===== config.mk =====
export PLATFORM = sky130hd
export DESIGN_NAME = apb_uart_rx_frontend_flat
export DESIGN_NICKNAME = d
export VERILOG_FILES = /design/src/rtl/apb_uart_pkg.sv /design/src/rtl/apb_uart_rx_frontend_if.sv /design/src/rtl/apb_uart_sync_filter.sv /design/src/rtl/apb_uart_rx_frontend.sv /design/src/flat_wrapper.sv
export SDC_FILE = /design/constraint.sdc
export NUM_CORES = 1
export LEC_CHECK = 0
export BUFFER_PORTS_ARGS = -buffer_cell sky130_fd_sc_hd__buf_2
export CAP_MARGIN = 20
export CORE_UTILIZATION = 64
export CTS_CLUSTER_DIAMETER = 120
export DETAILED_ROUTE_END_ITERATION = 6
export PLACE_DENSITY = 0.86
export RECOVER_POWER = 100
export SYNTH_ARGS = -nofsm -noshare
export SYNTH_HDL_FRONTEND = slang
export SYNTH_SLANG_ARGS = --single-unit

===== constraint.sdc =====
create_clock -name CLK -period 6 [get_ports CLK]
set_input_delay 0.6 -clock CLK [delete_from_list [all_inputs] [get_ports CLK]]
set_output_delay 0.6 -clock CLK [all_outputs]
set_load 0.01 [all_outputs]

===== src/rtl/apb_uart_pkg.sv =====
`default_nettype none
// +----------------------------------------------------------------------+
// | apb_uart_pkg : shared types and helpers for the UART receive path     |
// | Rev 1.0                                                               |
// +----------------------------------------------------------------------+
package apb_uart_pkg;

  typedef enum logic [1:0] {
    S_IDLE  = 2'd0,
    S_LOW   = 2'd1,
    S_BREAK = 2'd2
  } line_state_e;

  localparam int unsigned CTI_CHARS = 4;

  // start + data + optional parity + stop(s), 7..12
  function automatic logic [3:0] frame_bits(input logic [1:0] bits,
                                            input logic       pen,
                                            input logic       stb);
    frame_bits = 4'd7 + {2'b00, bits} + {3'b000, pen} + {3'b000, stb};
  endfunction

endpackage
`default_nettype wire


===== src/rtl/apb_uart_rx_frontend_if.sv =====
`default_nettype none
// +----------------------------------------------------------------------+
// | apb_uart_rx_frontend_if : pin, config and FIFO-status bundle          |
// | Rev 1.0                                                               |
// +----------------------------------------------------------------------+
interface apb_uart_rx_frontend_if #(
  parameter int DIV_WIDTH = 16
);
  logic                 rx_pad_i;
  logic [DIV_WIDTH-1:0] cfg_div_i;
  logic [1:0]           cfg_bits_i;
  logic                 cfg_parity_en_i;
  logic                 cfg_stop_bits_i;
  logic                 rx_fifo_empty_i;
  logic                 rx_push_i;
  logic                 rx_pop_i;
  logic                 break_clr_i;
  logic                 rx_o;
  logic                 break_o;
  logic                 cti_o;

  modport master (
    output rx_pad_i, cfg_div_i, cfg_bits_i, cfg_parity_en_i, cfg_stop_bits_i,
    output rx_fifo_empty_i, rx_push_i, rx_pop_i, break_clr_i,
    input  rx_o, break_o, cti_o
  );

  modport slave (
    input  rx_pad_i, cfg_div_i, cfg_bits_i, cfg_parity_en_i, cfg_stop_bits_i,
    input  rx_fifo_empty_i, rx_push_i, rx_pop_i, break_clr_i,
    output rx_o, break_o, cti_o
  );
endinterface
`default_nettype wire


===== src/rtl/apb_uart_sync_filter.sv =====
`default_nettype none
// +----------------------------------------------------------------------+
// | apb_uart_sync_filter : pad synchroniser plus glitch filter            |
// | Rev 1.0                                                               |
// +----------------------------------------------------------------------+
module apb_uart_sync_filter #(
  parameter int SYNC_STAGES = 2,
  parameter int FILT_LEN    = 3
) (
  input  wire logic CLK,
  input  wire logic RESETN,
  input  wire logic rx_pad_i,
  output logic      rx_o
);

  logic [SYNC_STAGES-1:0] r_sync;
  logic [3:0]             r_filt_cnt;
  logic                   r_rx;
  logic                   w_rx_sync;

  assign w_rx_sync = r_sync[SYNC_STAGES-1];
  assign rx_o      = r_rx;

  always_ff @(posedge CLK or negedge RESETN) begin
    if (!RESETN) begin
      r_sync <= '1;
    end else begin
      r_sync <= {r_sync[SYNC_STAGES-2:0], rx_pad_i};
    end
  end

  // The increment that would reach FILT_LEN toggles the line directly.
  always_ff @(posedge CLK or negedge RESETN) begin
    if (!RESETN) begin
      r_filt_cnt <= '0;
      r_rx       <= 1'b1;
    end else if (w_rx_sync == r_rx) begin
      r_filt_cnt <= '0;
    end else if (r_filt_cnt == 4'(FILT_LEN - 1)) begin
      r_rx       <= w_rx_sync;
      r_filt_cnt <= '0;
    end else begin
      r_filt_cnt <= r_filt_cnt + 4'd1;
    end
  end

endmodule
`default_nettype wire


===== src/rtl/apb_uart_rx_frontend.sv =====
`default_nettype none
// +----------------------------------------------------------------------+
// | apb_uart_rx_frontend : line conditioning, break detect, char timeout  |
// | Rev 1.0                                                               |
// +----------------------------------------------------------------------+
module apb_uart_rx_frontend
  import apb_uart_pkg::*;
#(
  parameter int SYNC_STAGES = 2,
  parameter int FILT_LEN    = 3,
  parameter int DIV_WIDTH   = 16
) (
  input wire logic              CLK,
  input wire logic              RESETN,
  apb_uart_rx_frontend_if.slave bus
);

  localparam logic [1:0]           c_st_idle  = S_IDLE;
  localparam logic [1:0]           c_st_low   = S_LOW;
  localparam logic [1:0]           c_st_break = S_BREAK;
  localparam logic [DIV_WIDTH-1:0] c_div_one  = DIV_WIDTH'(1);

  logic                 w_rx;
  logic                 r_rx_q;
  logic                 w_rise;
  logic                 w_fall;
  logic                 w_edge;
  logic [DIV_WIDTH-1:0] w_div;
  logic [DIV_WIDTH-1:0] r_div_cnt;
  logic                 w_tick;
  logic [3:0]           w_fb;
  logic [5:0]           w_to_limit;
  logic [1:0]           r_state;
  logic [3:0]           r_low_cnt;
  logic                 r_break;
  logic [5:0]           r_to_cnt;
  logic                 r_cti;
  logic                 w_cti_clr;
  logic                 w_to_clr;

  apb_uart_sync_filter #(
    .SYNC_STAGES (SYNC_STAGES),
    .FILT_LEN    (FILT_LEN)
  ) u_sync_filter (
    .CLK      (CLK),
    .RESETN   (RESETN),
    .rx_pad_i (bus.rx_pad_i),
    .rx_o     (w_rx)
  );

  assign bus.rx_o    = w_rx;
  assign bus.break_o = r_break;
  assign bus.cti_o   = r_cti;

  assign w_rise     = ~r_rx_q & w_rx;
  assign w_fall     = r_rx_q & ~w_rx;
  assign w_edge     = w_rise | w_fall;
  assign w_div      = bus.cfg_div_i;
  assign w_fb       = frame_bits(bus.cfg_bits_i, bus.cfg_parity_en_i, bus.cfg_stop_bits_i);
  assign w_to_limit = 6'(CTI_CHARS) * {2'b00, w_fb};

  // >= rather than == keeps the divider sane when the divisor shrinks at runtime
  assign w_tick = (w_div != '0) && !w_edge && (r_div_cnt >= (w_div - c_div_one));

  assign w_cti_clr = bus.rx_fifo_empty_i | bus.rx_push_i | bus.rx_pop_i;
  assign w_to_clr  = w_cti_clr | ~w_rx;

  always_ff @(posedge CLK or negedge RESETN) begin
    if (!RESETN) begin
      r_rx_q    <= 1'b1;
      r_div_cnt <= '0;
    end else begin
      r_rx_q <= w_rx;
      if ((w_div == '0) || w_edge || w_tick) begin
        r_div_cnt <= '0;
      end else begin
        r_div_cnt <= r_div_cnt + c_div_one;
      end
    end
  end

  // Clear is written first so a coincident set overrides it.
  always_ff @(posedge CLK or negedge RESETN) begin
    if (!RESETN) begin
      r_state   <= c_st_idle;
      r_low_cnt <= '0;
      r_break   <= 1'b0;
    end else begin
      if (bus.break_clr_i) begin
        r_break <= 1'b0;
      end
      case (r_state)
        c_st_idle: begin
          if (w_fall) begin
            r_state   <= c_st_low;
            r_low_cnt <= '0;
          end
        end
        c_st_low: begin
          if (w_rise) begin
            r_state <= c_st_idle;
          end else if (w_tick) begin
            r_low_cnt <= r_low_cnt + 4'd1;
            if ((r_low_cnt + 4'd1) >= w_fb) begin
              r_state <= c_st_break;
              r_break <= 1'b1;
            end
          end
        end
        c_st_break: begin
          if (w_rise) begin
            r_state <= c_st_idle;
          end
        end
        default: r_state <= c_st_idle;
      endcase
    end
  end

  always_ff @(posedge CLK or negedge RESETN) begin
    if (!RESETN) begin
      r_to_cnt <= '0;
      r_cti    <= 1'b0;
    end else begin
      if (w_to_clr) begin
        r_to_cnt <= '0;
      end else if (w_tick) begin
        r_to_cnt <= ((r_to_cnt + 6'd1) >= w_to_limit) ? w_to_limit : (r_to_cnt + 6'd1);
      end
      if (w_cti_clr) begin
        r_cti <= 1'b0;
      end else if (w_tick && !w_to_clr && ((r_to_cnt + 6'd1) >= w_to_limit)) begin
        r_cti <= 1'b1;
      end
    end
  end

endmodule
`default_nettype wire


===== src/flat_wrapper.sv =====
// flat-port wrapper written by rule: the top's interface ports become plain ports
module apb_uart_rx_frontend_flat import apb_uart_pkg::*;
#(
  parameter int SYNC_STAGES = 2,
  parameter int FILT_LEN    = 3,
  parameter int DIV_WIDTH   = 16
)
  (CLK, RESETN, bus_rx_pad_i, bus_cfg_div_i, bus_cfg_bits_i, bus_cfg_parity_en_i, bus_cfg_stop_bits_i, bus_rx_fifo_empty_i, bus_rx_push_i, bus_rx_pop_i, bus_break_clr_i, bus_rx_o, bus_break_o, bus_cti_o);
  apb_uart_rx_frontend_if #(.DIV_WIDTH(DIV_WIDTH)) bus_i ();
  input wire logic CLK;
  input wire logic RESETN;
  input wire logic [$bits(bus_i.rx_pad_i)-1:0] bus_rx_pad_i;
  input wire logic [$bits(bus_i.cfg_div_i)-1:0] bus_cfg_div_i;
  input wire logic [$bits(bus_i.cfg_bits_i)-1:0] bus_cfg_bits_i;
  input wire logic [$bits(bus_i.cfg_parity_en_i)-1:0] bus_cfg_parity_en_i;
  input wire logic [$bits(bus_i.cfg_stop_bits_i)-1:0] bus_cfg_stop_bits_i;
  input wire logic [$bits(bus_i.rx_fifo_empty_i)-1:0] bus_rx_fifo_empty_i;
  input wire logic [$bits(bus_i.rx_push_i)-1:0] bus_rx_push_i;
  input wire logic [$bits(bus_i.rx_pop_i)-1:0] bus_rx_pop_i;
  input wire logic [$bits(bus_i.break_clr_i)-1:0] bus_break_clr_i;
  output wire logic [$bits(bus_i.rx_o)-1:0] bus_rx_o;
  output wire logic [$bits(bus_i.break_o)-1:0] bus_break_o;
  output wire logic [$bits(bus_i.cti_o)-1:0] bus_cti_o;
  assign bus_i.rx_pad_i = bus_rx_pad_i;
  assign bus_i.cfg_div_i = bus_cfg_div_i;
  assign bus_i.cfg_bits_i = bus_cfg_bits_i;
  assign bus_i.cfg_parity_en_i = bus_cfg_parity_en_i;
  assign bus_i.cfg_stop_bits_i = bus_cfg_stop_bits_i;
  assign bus_i.rx_fifo_empty_i = bus_rx_fifo_empty_i;
  assign bus_i.rx_push_i = bus_rx_push_i;
  assign bus_i.rx_pop_i = bus_rx_pop_i;
  assign bus_i.break_clr_i = bus_break_clr_i;
  assign bus_rx_o = bus_i.rx_o;
  assign bus_break_o = bus_i.break_o;
  assign bus_cti_o = bus_i.cti_o;
  apb_uart_rx_frontend #(.SYNC_STAGES(SYNC_STAGES), .FILT_LEN(FILT_LEN), .DIV_WIDTH(DIV_WIDTH)) u_core (.CLK(CLK), .RESETN(RESETN), .bus(bus_i));
endmodule

==> run summary, run 1 <==
The detailed router finished its first iteration with 127 violations. Counting flops with a built-in enable in the synthesized netlist gives 0. The count of final hold-check violations was 0. The final layout contains 399 nets. The sink count of the clock tree is 38. Setup repair after global routing left no endpoint under its margin.

The height of the chip is 68.13 um. Summing all placed instances gives a cell area of 2982 sq um. The total power divided by cell area came out at 275.2 nW/um^2. The number of antenna diodes in the final layout is 0. The number of iterations in the first detailed-routing pass is 4.

STA classifies the critical path startpoint as an input pin. The kind of capture point of the worst setup path is a flop. Among all flip-flop cells after synthesis, the most frequent one is dfrtp_1. The signed area change from the synthesized netlist to the final layout is 11.09%. The worst slew margin relative to its limit came out at -32.08%.

The highest achievable clock rate came out at 281.7 MHz. The die is 68.13 um wide. The overall track demand over capacity in global routing is 25.75%. The post-CTS resize count came out at 0.

The number of maximum-capacitance violations is 1. The row count is 23. The most common cell after layout, fill and taps aside is nor2_1.

The tree is rooted in a clkbuf_8. The number of top-level pins is 30. The area of the placeable core is 4086 sq um. After routing the design area is 3109 sq um.

Setup violations remaining at the end of the flow were counted as 0. In this run, synthesis produced a sequential element count of 38. The share of synthesized area in the top cell type comes to 30.40%. The detailed-route DRC error count came out at 0. The final number of max-transition violations is 39. The cell area after synthesis is 2799 sq um. The critical path is of the input pin to flop type.

Dividing the detail-routed wire length by the instance count gives 14.35 um. Entering global routing, the biggest net connects 39 pins. Summing over every cut layer, the via total after detailed routing is 2212.

The sequential-to-total area share from yosys stat came out at 34.15%. The clock insertion delay at the later pin of the skew report is 280 ps. Routability-driven placement finished with a final weighted congestion of 0.8045. The data arrival time of the worst path is 3720 ps. The leftover overflow at the end of global routing is 0. The number of global-route vias before repair came out at 2061. The leakage power summed over all cells came out at 1.448 nW. The number of nets in the synthesized netlist is 366. Setup total negative slack on the finished layout was measured at 0 ps. In this run the remaining antenna-violating nets after routing total 0. By area the synthesized netlist is led by dfrtp_1, ha_1, xnor2_1. The fraction of synthesis flops using an asynchronous set or reset pin is 100.0%. The maximum VDD drop came out at 0.0001664 V. The count of warnings emitted by yosys came out at 0. The worst hold path belongs to the class flop to flop.

The global-route wire length before repair is 8.873 mm. The number of library cell types mapped by synthesis came out at 45. The total setup buffers inserted after CTS came out at 0. The number of hold buffers added after cts is 0.

The H-tree depth is 2. Counting I/O delays and the setup requirement, the final critical path takes 3549 ps. The number of clock buffers inserted by TritonCTS came out at 5. The average instance in the mapped netlist occupies 9.299 sq um. The clock-pin slew on the worst setup and hold paths came out at 70 ps. The detailed-route wire length came out at 5.524 mm.

The count of mapped cells out of synthesis came out at 301. The area of the die is 4642 sq um. The data required time at the worst endpoint is 6170 ps. The worst clock skew on the final layout is 7.094 ps.

The library cells used most frequently in the layout, excluding fill and tap cells, are nor2_1, ha_1, dfrtp_1. The transition time of the tightest slew-check pin is 1981 ps. The biggest area contributor in the post-synthesis netlist is dfrtp_1. The flow ran to the end, but the final reports show violations. The checks that failed: capacitance limit, slew limit. The fraction of layout instances using a drive strength above 1 came out at 13.43%. The maximum fanout along the worst path is 19. TritonCTS built the clock tree. The number of antenna violations at the first check in global routing came out at 0. The post-detailed-route via-to-cell ratio came out at 5.745. The period utilization is 59.16%. The longest clock path from root to sink contains 2 buffers. The number of filler cells placed in the layout is 309. The starting density of the core came out at 68.49%.

The placed wire-length estimate after detailed placement came out at 4.168 mm. The count of buffers added on input and output ports is 29.
==> worst max-delay path, stage by stage <==
cell,delay (ps)
buf_2,130
or4_4,550
or3_4,370
nor2_1,130
xnor2_1,90
ha_1,320
nand4_1,130
nor2_1,180
nand3_1,140
a31oi_4,530
o21ai_0,280
a22o_1,280
==> through the flow <==
step | hold slack (ps) | util (%) | worst slack (ps) | cells | power (mW)
finish | 359.2 | 76.09 | 2451 | 385 | 0.8557
global route | 365.3 | 76.09 | 2098 | 385 | 0.8977
floorplan | 304.4 | - | 2804 | 301 | 0.5233
CTS | 361.3 | 76.45 | 2502 | 385 | 0.8638
detailed placement | 348.7 | 72.96 | 2233 | 377 | 0.5951
global placement | 347.0 | 72.78 | 2279 | 376 | 0.5826
==> per-layer routing <==
layer  wire length (um)  global-route usage, %  part of all wire (%)  up-vias
li1                   -                      -                     -     1114
met1               2555                  33.09                    46     1042
met2               2729                  43.63                    49       52
met3                195                  4.500                   3.5        4
met4                 44                  8.333                  0.80        0
met5                  0                      0                     0        -
==> kinds of logic (layout without fill, tap and decap cells) <==
logic type	Yosys count	in the layout	synth area share, %
adder cells (fa/ha/maj)	38	38	17.26
flip-flops	38	38	34.15
multiplexers	4	4	1.475
AO/OA/AOI/OAI	39	39	11.04
buffers and inverters	24	58	3.844
XOR/XNOR	38	38	11.89
AND/OR/NAND/NOR	120	120	20.34
==> area by class of cell <==
| class | count | area [sq um] | area share [%] |
|---|---|---|---|
| multi-input cells | 239 | 1727 | 55.53 |
| flip-flops and latches | 38 | 955.9 | 30.74 |
| repair buffers | 30 | 146.4 | 4.708 |
| clock buffers | 6 | 82.58 | 2.656 |
| inverters | 20 | 75.07 | 2.414 |
| well taps | 50 | 62.56 | 2.012 |
| clock inverters | 2 | 60.06 | 1.932 |
==> cell usage after synthesis (3+ instances only) <==
master	count
a32o_1	4
nand2b_1	8
and3_1	4
xnor2_1	26
nand2_1	19
mux2i_1	3
nand3_1	19
ha_1	37
nor4_1	3
o21ai_0	8
nor3_1	14
dfstp_2	4
inv_1	20
nand4_1	5
a21oi_1	7
a21o_1	3
nor2_1	42
xor2_1	12
dfrtp_1	34
==> flip-flops by register name (all words and copies together) (netlist names) <==
name,flops
u_core.bus.break_o,1
u_core.bus.cti_o,1
u_core.r_div_cnt,16
u_core.r_low_cnt,4
u_core.r_rx_q,1
u_core.r_state,2
u_core.r_to_cnt,6
u_core.u_sync_filter.r_filt_cnt,4
u_core.u_sync_filter.r_sync,2
u_core.u_sync_filter.rx_o,1
==> power breakdown <==
group / internal, mW / switching, mW
Sequential: 0.291 / 0.0438
Combinational: 0.102 / 0.153
Clock: 0.177 / 0.0883
==> path summary, 6_finish.rpt <==
path                                                           from                                        to  slack, ps  cells past startpoint
min in group asynchronous                                    RESETN             u_core.r_div_cnt[5]$_DFF_PN0_        860                      1
max in group asynchronous                                    RESETN            u_core.r_div_cnt[11]$_DFF_PN0_       3990                      1
min reg2reg                u_core.u_sync_filter.r_sync[0]$_DFF_PN1_  u_core.u_sync_filter.r_sync[1]$_DFF_PN1_        360                      0
max                                                bus_cfg_div_i[9]           u_core.r_low_cnt[0]$_DFFE_PN0P_       2450                     12
min                        u_core.u_sync_filter.r_sync[0]$_DFF_PN1_  u_core.u_sync_filter.r_sync[1]$_DFF_PN1_        360                      0
max reg2reg                          u_core.r_to_cnt[0]$_DFFE_PN0P_            u_core.r_to_cnt[2]$_DFFE_PN0P_       3520                     10
Note: power is estimated with default switching activity, not from simulation.
==> run 2: changes to the inputs <==
Settings changed: CORE_UTILIZATION 64 to 59, PLACE_DENSITY 0.86 to 0.8.
Clock period 6 ns to 3.55 ns, I/O delays scaled along.
==> run 2 against run 1 <==
The flow still finishes with violations (capacitance limit, slew limit). First-iteration DRC count decreased by 34%. Die area increased by 8.2%. Via count decreased by 2.4%. Routed wire length decreased by 7.7%. Clock power increased by 16%. Total power increased by 52%. Register-to-register slack got worse by 2300 ps.
==> run summary, run 2 (synthesis results as in run 1) <==
Counting flops per register, the top entry is u_core.r_div_cnt. The total setup buffers inserted after CTS is 0 (unchanged). The worst hold-check slack came out at 170.3 ps (-188.9 ps).

The post-detailed-route via-to-cell ratio came out at 5.564 (-3.2%). The routed length per instance came to 13.13 um (-8.5%). The data required time at the worst endpoint came out at 3730 ps (-2440 ps). In the layout the commonest cells are nor2_1, ha_1, dfrtp_1. In the final layout, the registers with the most flip-flops are u_core.r_div_cnt: 16 flops, u_core.r_to_cnt: 6 flops. The total instance count after detailed placement came to 380 (+0.80%). Setup repair after global routing left no endpoint under its margin.

The post-placement setup slack is 151.9 ps (-2082 ps). The width of the die is 70.88 um (+4.0%). The sink count of the clock tree is 38 (unchanged).

Among the stages of the critical path, the cell type that occurs most often is nor2_1. The clock-pin slew on the worst setup and hold paths came to 80 ps (about the same). The share of power burned in combinational logic was 32.7% (+2.9 points). The worst setup path is launched from an input pin.

The area of the die came to 5023 sq um (+8.2%). The fraction of layout instances using a drive strength above 1 is 13.69% (+0.26 points). The most common cell after layout, fill and taps aside is nor2_1. The data arrival time of the worst path came to 3300 ps (-420 ps).

The leftover overflow at the end of global routing came out at 0 (unchanged). The worst clock skew on the final layout is 8.581 ps (+1.487 ps). Among cell families on the critical path, the largest total delay comes from simple AND/OR/NAND/NOR gates. The part of the power in registers was 43.5% (+4.3 points). The number of top-level pins is 30 (unchanged). The height of the chip came out at 70.88 um (+4.0%).

The total power after layout is 1.300 mW (+52%). The post-route non-filler standard cell count is 388 (+0.78%). The count of final hold-check violations is 0 (unchanged).

The number of iterations in the first detailed-routing pass is 6 (+2). The maximum single-stage delay on the critical path came out at 540 ps (about the same). The final count of negative-setup-slack endpoints was 0 (unchanged).

The leakage power summed over all cells came out at 1.429 nW (-1.3%). The pin count of the biggest net entering global routing is 39 (unchanged). The overall track demand over capacity in global routing is 22.24% (-3.5 points). The row count was 24 (+4.3%). The signed area change from the synthesized netlist to the final layout is 9.745%.

The depth of the worst register-to-register path came out at 7 (-3). The maximum fanout along the worst path is 14 (-5). The number of clock buffers inserted by TritonCTS is 5 (unchanged). The worst slew margin relative to its limit came out at -30.91% (+1.2 points). The total number of nets in the final design came out at 400 (+0.25%).

The placed wire-length estimate after detailed placement was 4.102 mm (-1.6%). The number of maximum-capacitance violations is 1 (unchanged). The detailed-route DRC error count is 0 (unchanged). The highest achievable clock rate is 320.6 MHz. The final RePlAce weighted congestion is 0.8108 (+0.78%).

In this run the worst hold path is classified as input pin to flop. The global-route wire length before repair is 8.976 mm (+1.2%). The switching part of the total is 37.00% (+3.7 points). The checks that failed: capacitance limit, slew limit.

The maximum VDD drop is 0.0003479 V (+110%). The final number of max-transition violations is 39 (unchanged). Clock tree synthesis selected as its root buffer the cell clkbuf_8. The total negative slack for setup checks was 0 ps (unchanged). The routed via count came out at 2159 (-2.4%). The placed cell area is 2992 sq um (+0.34%). The total power divided by cell area came out at 423.3 nW/um^2 (+54%). The least setup slack across all paths after layout is 430.9 ps (-2020 ps). Walking the worst path, the cells encountered are buf_2 -> or4_4 -> or3_4 -> nor2_1 -> xnor2_1 -> ha_1 -> nand4_1 -> nor2_1 -> nand3_1 -> a31oi_4 -> o21ai_0 -> a22o_1. The number of global-route vias before repair is 2097 (+1.7%). The critical path is of the input pin to flop type. The run finished, with violations left. The area of the placeable core came out at 4444 sq um (+8.8%). The detailed-route wire length came out at 5.096 mm (-7.7%).

The transition time of the tightest slew-check pin is 1964 ps (-17.57 ps). The number of antenna violations at the first check in global routing came to 0 (unchanged). The H-tree depth is 2 (unchanged). The starting DRC count in detailed routing is 84 (-34%).

The number of buffers between clock root and the deepest sink was 2 (unchanged). The worst setup path is captured at a flop. The post-CTS resize count is 0 (unchanged). The final critical-path required period came out at 3119 ps.

The starting density of the core is 62.98% (-5.5 points). The worst path uses 87.86% of the clock period. The number of buffers and inverters on the critical path is 1 (unchanged). The switching power is 0.4811 mW (+69%). The number of flip-flops under the largest register name is 16 (unchanged). The remaining number of nets flagged by the antenna check after routing came out at 0 (unchanged). The number of filler cells placed in the layout is 372 (+20%). The combined flip-flop and latch cell area is 955.9 sq um (unchanged). The fraction of the core area covered by cells at the end of the flow came out at 69.12% (-7.0 points). The area of the multi-input gates is 1727 sq um (unchanged). The clock insertion delay at the later pin of the skew report came out at 280 ps (about the same). The CTS tree is done. The number of hold buffers added after cts is 0 (unchanged). The total non-filler cell area in the finished layout is 3072 sq um (-1.2%). The internal power consumption is 0.8193 mW (+44%). The share of power burned in the clock network is 23.7% (-7.3 points). The final antenna diode count came out at 0 (unchanged). On the critical path, the stage with the largest delay is an instance of or4_4. The depth of the critical timing path with buffers and inverters included came to 12 (unchanged). The worst hold path depth came to 1 (+1). The number of I/O port buffers came out at 29 (unchanged).
==> run 2: cell types whose count changed in the layout (fill, tap and decap cells not counted), sizes merged <==
cell	before	now
buf	25	26
bufinv	2	0
clkinv	0	1
clkinvlp	0	1
==> run 2: layout make-up <==
cell class              instances  area share (%)
well taps                      52           2.118
inverters                      20           2.444
multi-input cells             239           56.21
flip-flops and latches         38           31.12
clock buffers                   6           2.688
clock inverters                 2          0.4073
repair buffers                 31           5.010
==> run 2: final timing paths <==
kind                                                          start                                           end  slack (ps)
setup / recovery                                   bus_cfg_div_i[9]               u_core.r_low_cnt[0]$_DFFE_PN0P_         430
hold / removal                                         bus_rx_pad_i      u_core.u_sync_filter.r_sync[0]$_DFF_PN1_         170
setup reg to reg                      u_core.r_div_cnt[9]$_DFF_PN0_               u_core.r_low_cnt[0]$_DFFE_PN0P_        1190
hold reg to reg            u_core.u_sync_filter.r_sync[0]$_DFF_PN1_      u_core.u_sync_filter.r_sync[1]$_DFF_PN1_         360
max in group asynchronous                                    RESETN  u_core.u_sync_filter.r_filt_cnt[1]$_DFF_PN0_        1810
min in group asynchronous                                    RESETN                 u_core.r_div_cnt[7]$_DFF_PN0_         620
==> run 2: power by group through the flow <==
| stage | combinational, mW | clock, mW | sequential [mW] |
|---|---|---|---|
| 3_5_place_dp | 0.434 | 0 | 0.573 |
| 4_1_cts | 0.433 | 0.315 | 0.566 |
| 2_1_floorplan | 0.329 | 0 | 0.555 |
| 3_3_place_gp | 0.417 | 0 | 0.571 |
| 5_1_grt | 0.480 | 0.334 | 0.573 |
| 6_report | 0.425 | 0.309 | 0.566 |
==> run 2: per-layer routing <==
layer	global-route usage [%]	share of wire, %	vias up
li1	-	-	1111
met2	36.43	47	38
met5	0	0	-
met1	30.92	49	1006
met4	6.000	1.0	0
met3	3.561	2.9	4
==> run 2: worst reg2reg max path, cell delays in order, from the launching register on <==
cell	delay [ps]
dfrtp_1	440
ha_1	330
a211oi_1	240
nor3_1	80
nor3_1	360
a31oi_4	260
o21ai_0	370
a22o_1	210
==> run 3: changes to the inputs <==
Settings changed: CAP_MARGIN 20 to 40, CTS_BUF_LIST from default to sky130_fd_sc_hd__clkbuf_16.
==> run 3 against run 2 <==
The run still ends with capacitance limit, slew limit left. Non-clock buffer count rose by 1. Worst setup slack lost 17 ps. First-iteration DRC count up 35%. Highest routed layer unchanged. Cell area up 1.8%. Worst hold slack better by 7.5 ps. Final cell count increased by 0.26%. Sequential cell count stayed put.
==> run summary, run 3 (synthesis results as in run 1) <==
The period utilization is 88.35% (+0.49 points). The maximum single-stage delay on the critical path is 540 ps (about the same). The area of the multi-input gates came to 1732 sq um (+0.29%). The height of the chip came out at 70.88 um (unchanged). The depth of the worst register-to-register path came out at 8 (+1).

For this design, the slowest cell found on the critical path is or4_4. The worst slew margin relative to its limit came out at -32.73% (-1.8 points). The area growth from synthesis to layout is 11.76%. The worst hold path depth is 1 (unchanged). The clock-pin slew on the worst setup and hold paths is 60 ps (-20 ps). The starting DRC count in detailed routing came out at 113 (+35%).

The number of iterations in the first detailed-routing pass came to 6 (unchanged). Counting stages on the worst path, the most repeated cell is nor2_1. The category of the critical setup timing path is input pin to flop. The post-detailed-route via-to-cell ratio came to 5.648 (+1.5%). The final RePlAce weighted congestion is 0.8108 (unchanged). The overall track demand over capacity in global routing is 24.61% (+2.4 points). The number of flip-flops under the largest register name came out at 16 (unchanged). The count of final hold-check violations came out at 0 (unchanged). The data required time at the worst endpoint is 3710 ps (-20 ps). The number of clock buffers inserted by TritonCTS is 5 (unchanged). The clock insertion delay at the later pin of the skew report came out at 280 ps (about the same). The remaining number of nets flagged by the antenna check after routing came out at 0 (unchanged). The signal on the critical path passes through buf_2 -> or4_4 -> or3_4 -> nor2_1 -> xnor2_1 -> ha_1 -> nand4_1 -> nor2_1 -> nand3_1 -> a31oi_4 -> o21ai_0 -> a32o_1.

The flow ran to the end, but the final reports show violations. TritonCTS built the clock tree. The startpoint of the most critical register-to-register path is u_core.r_div_cnt[0]$_DFF_PN0_. The final critical-path required period is 3136 ps (+17.32 ps). In the layout the commonest cells are nor2_1, ha_1, dfrtp_1. The number of antenna violations at the first check in global routing was 0 (unchanged). More flip-flops sit in one register than any other, and that register is u_core.r_div_cnt. In this run the worst hold path is classified as input pin to flop. The starting density of the core is 62.98% (unchanged). The placed cell area is 3012 sq um (+0.67%). The area of the placeable core is 4444 sq um (unchanged).

The number of hold buffers added after cts came out at 0 (unchanged). The global-route wire length before repair is 9.763 mm (+8.8%). The number of top-level pins is 30 (unchanged). The final number of max-transition violations came out at 39 (unchanged). The maximum VDD drop came out at 0.0004210 V (+21%). The terminus of the critical flop-to-flop path is u_core.r_div_cnt[4]$_DFF_PN0_.

The detailed-route wire length is 5.374 mm (+5.5%). The width of the die is 70.88 um (unchanged). The number of global-route vias before repair is 2261 (+7.8%). The total power divided by cell area is 452.8 nW/um^2 (+7.0%). The H-tree depth is 2 (unchanged). The total non-filler cell area in the finished layout came out at 3128 sq um (+1.8%). The maximum fanout along the worst path came out at 14 (unchanged). The leakage power summed over all cells came out at 1.453 nW (+1.7%).

The highest achievable clock rate came out at 318.8 MHz (-0.55%). The library cell used most frequently in the layout, excluding fill and tap cells, is nor2_1. The destination of the worst hold path is u_core.u_sync_filter.r_sync[0]$_DFF_PN1_.

The master cell of the clock root buffer is clkbuf_16. The setup slack of the most critical reg-to-reg path is 1220 ps (+30 ps). The worst clock skew on the final layout is 5.514 ps (-3.067 ps). The leftover overflow at the end of global routing came to 0 (unchanged). The total number of nets in the final design came out at 401 (+0.25%).

The checks that failed: capacitance limit, slew limit. The number of filler cells placed in the layout is 373 (+0.27%). The largest registers in the layout are u_core.r_div_cnt: 16 flops, u_core.r_to_cnt: 6 flops.

STA classifies the critical path startpoint as an input pin. The placed wire-length estimate after detailed placement was 4.165 mm (+1.5%). The routed via count was 2197 (+1.8%). The worst setup path is captured at a flop. The sink count of the clock tree is 38 (unchanged). The final count of negative-setup-slack endpoints was 0 (unchanged). The pin count of the biggest net entering global routing came out at 39 (unchanged). The transition time of the tightest slew-check pin came to 1991 ps (+27.25 ps). The number of I/O port buffers is 29 (unchanged).

The data arrival time of the worst path is 3300 ps (about the same). The detailed-route DRC error count came out at 0 (unchanged). The total setup buffers inserted after CTS was 0 (unchanged).

The number of buffers between clock root and the deepest sink is 2 (unchanged). The number of maximum-capacitance violations was 1 (unchanged). Setup repair after global routing left no endpoint under its margin. The area of the die was 5023 sq um (unchanged). The total negative slack for setup checks is 0 ps (unchanged). The startpoint of the worst hold path is bus_rx_pad_i. The combined flip-flop and latch cell area came to 955.9 sq um (unchanged). The row count came to 24 (unchanged). The fraction of layout instances using a drive strength above 1 came out at 13.95% (+0.26 points).

The routed length per instance is 13.81 um (+5.2%). The final antenna diode count came to 0 (unchanged). The post-CTS resize count came to 0 (unchanged).
-- run 3: cell type report --
type,instances,share of cell area (%)
Clock buffer,5,4.000
Clock inverter,3,0.5200
Inverter,20,2.400
Multi-Input combinational cell,239,55.36
Sequential cell,38,30.56
Tap cell,52,2.080
Timing Repair Buffer,32,5.080
-- run 3: layer usage --
| layer | routed length (um) | track usage [%] | up-vias | share of wire, % |
|---|---|---|---|---|
| li1 | - | - | 1113 | - |
| met1 | 2575 | 32.16 | 1037 | 48 |
| met2 | 2577 | 41.45 | 39 | 48 |
| met3 | 158 | 4.701 | 8 | 2.9 |
| met4 | 62 | 8.000 | 0 | 1.2 |
| met5 | 0 | 0 | - | 0 |
-- run 3: how the worst max path moves through the flow --
stage | start | depth (start not counted) | slack, ps | to
after floorplan | bus_cfg_div_i[9] | 11 | 600 | u_core.r_to_cnt[2]$_DFFE_PN0P_
after global placement | bus_cfg_div_i[9] | 13 | 250 | u_core.r_to_cnt[5]$_DFFE_PN0P_
after detailed placement | bus_cfg_div_i[9] | 12 | 130 | u_core.r_to_cnt[2]$_DFFE_PN0P_
after CTS | bus_cfg_div_i[9] | 12 | 420 | u_core.r_to_cnt[2]$_DFFE_PN0P_
after global routing | bus_cfg_div_i[2] | 12 | 70 | u_core.r_div_cnt[7]$_DFF_PN0_
final | bus_cfg_div_i[9] | 12 | 410 | u_core.r_to_cnt[2]$_DFFE_PN0P_
-- run 3: stage by stage --
| stage | std cells | utilization [%] | hold WS, ps | total power, mW | worst slack, ps |
|---|---|---|---|---|---|
| after floorplan | 301 | - | 59.41 | 0.8844 | 599.3 |
| after global placement | 380 | 67.31 | 347.7 | 0.9876 | 249.1 |
| after detailed placement | 381 | 67.76 | 341.2 | 1.010 | 132.8 |
| after CTS | 389 | 70.95 | 45.15 | 1.439 | 417.1 |
| after global routing | 389 | 70.38 | 163.5 | 1.521 | 72.08 |
| final | 389 | 70.38 | 177.8 | 1.416 | 413.6 |
-- run 3: worst max-delay path, delay by kind of cell --
kind	cells	cell delay (ps)
AO/OA/AOI/OAI	3	910
XOR/XNOR	1	90
adder cells (fa/ha/maj)	1	310
buffers and inverters	1	130
AND/OR/NAND/NOR	6	1500
-- run 3: where the power goes --
part	leakage [nW]	switching (mW)	internal, mW
logic	0.876	0.257	0.172
registers	0.510	0.0709	0.493
clock network	0.0672	0.167	0.256
total	1.45	0.495	0.921
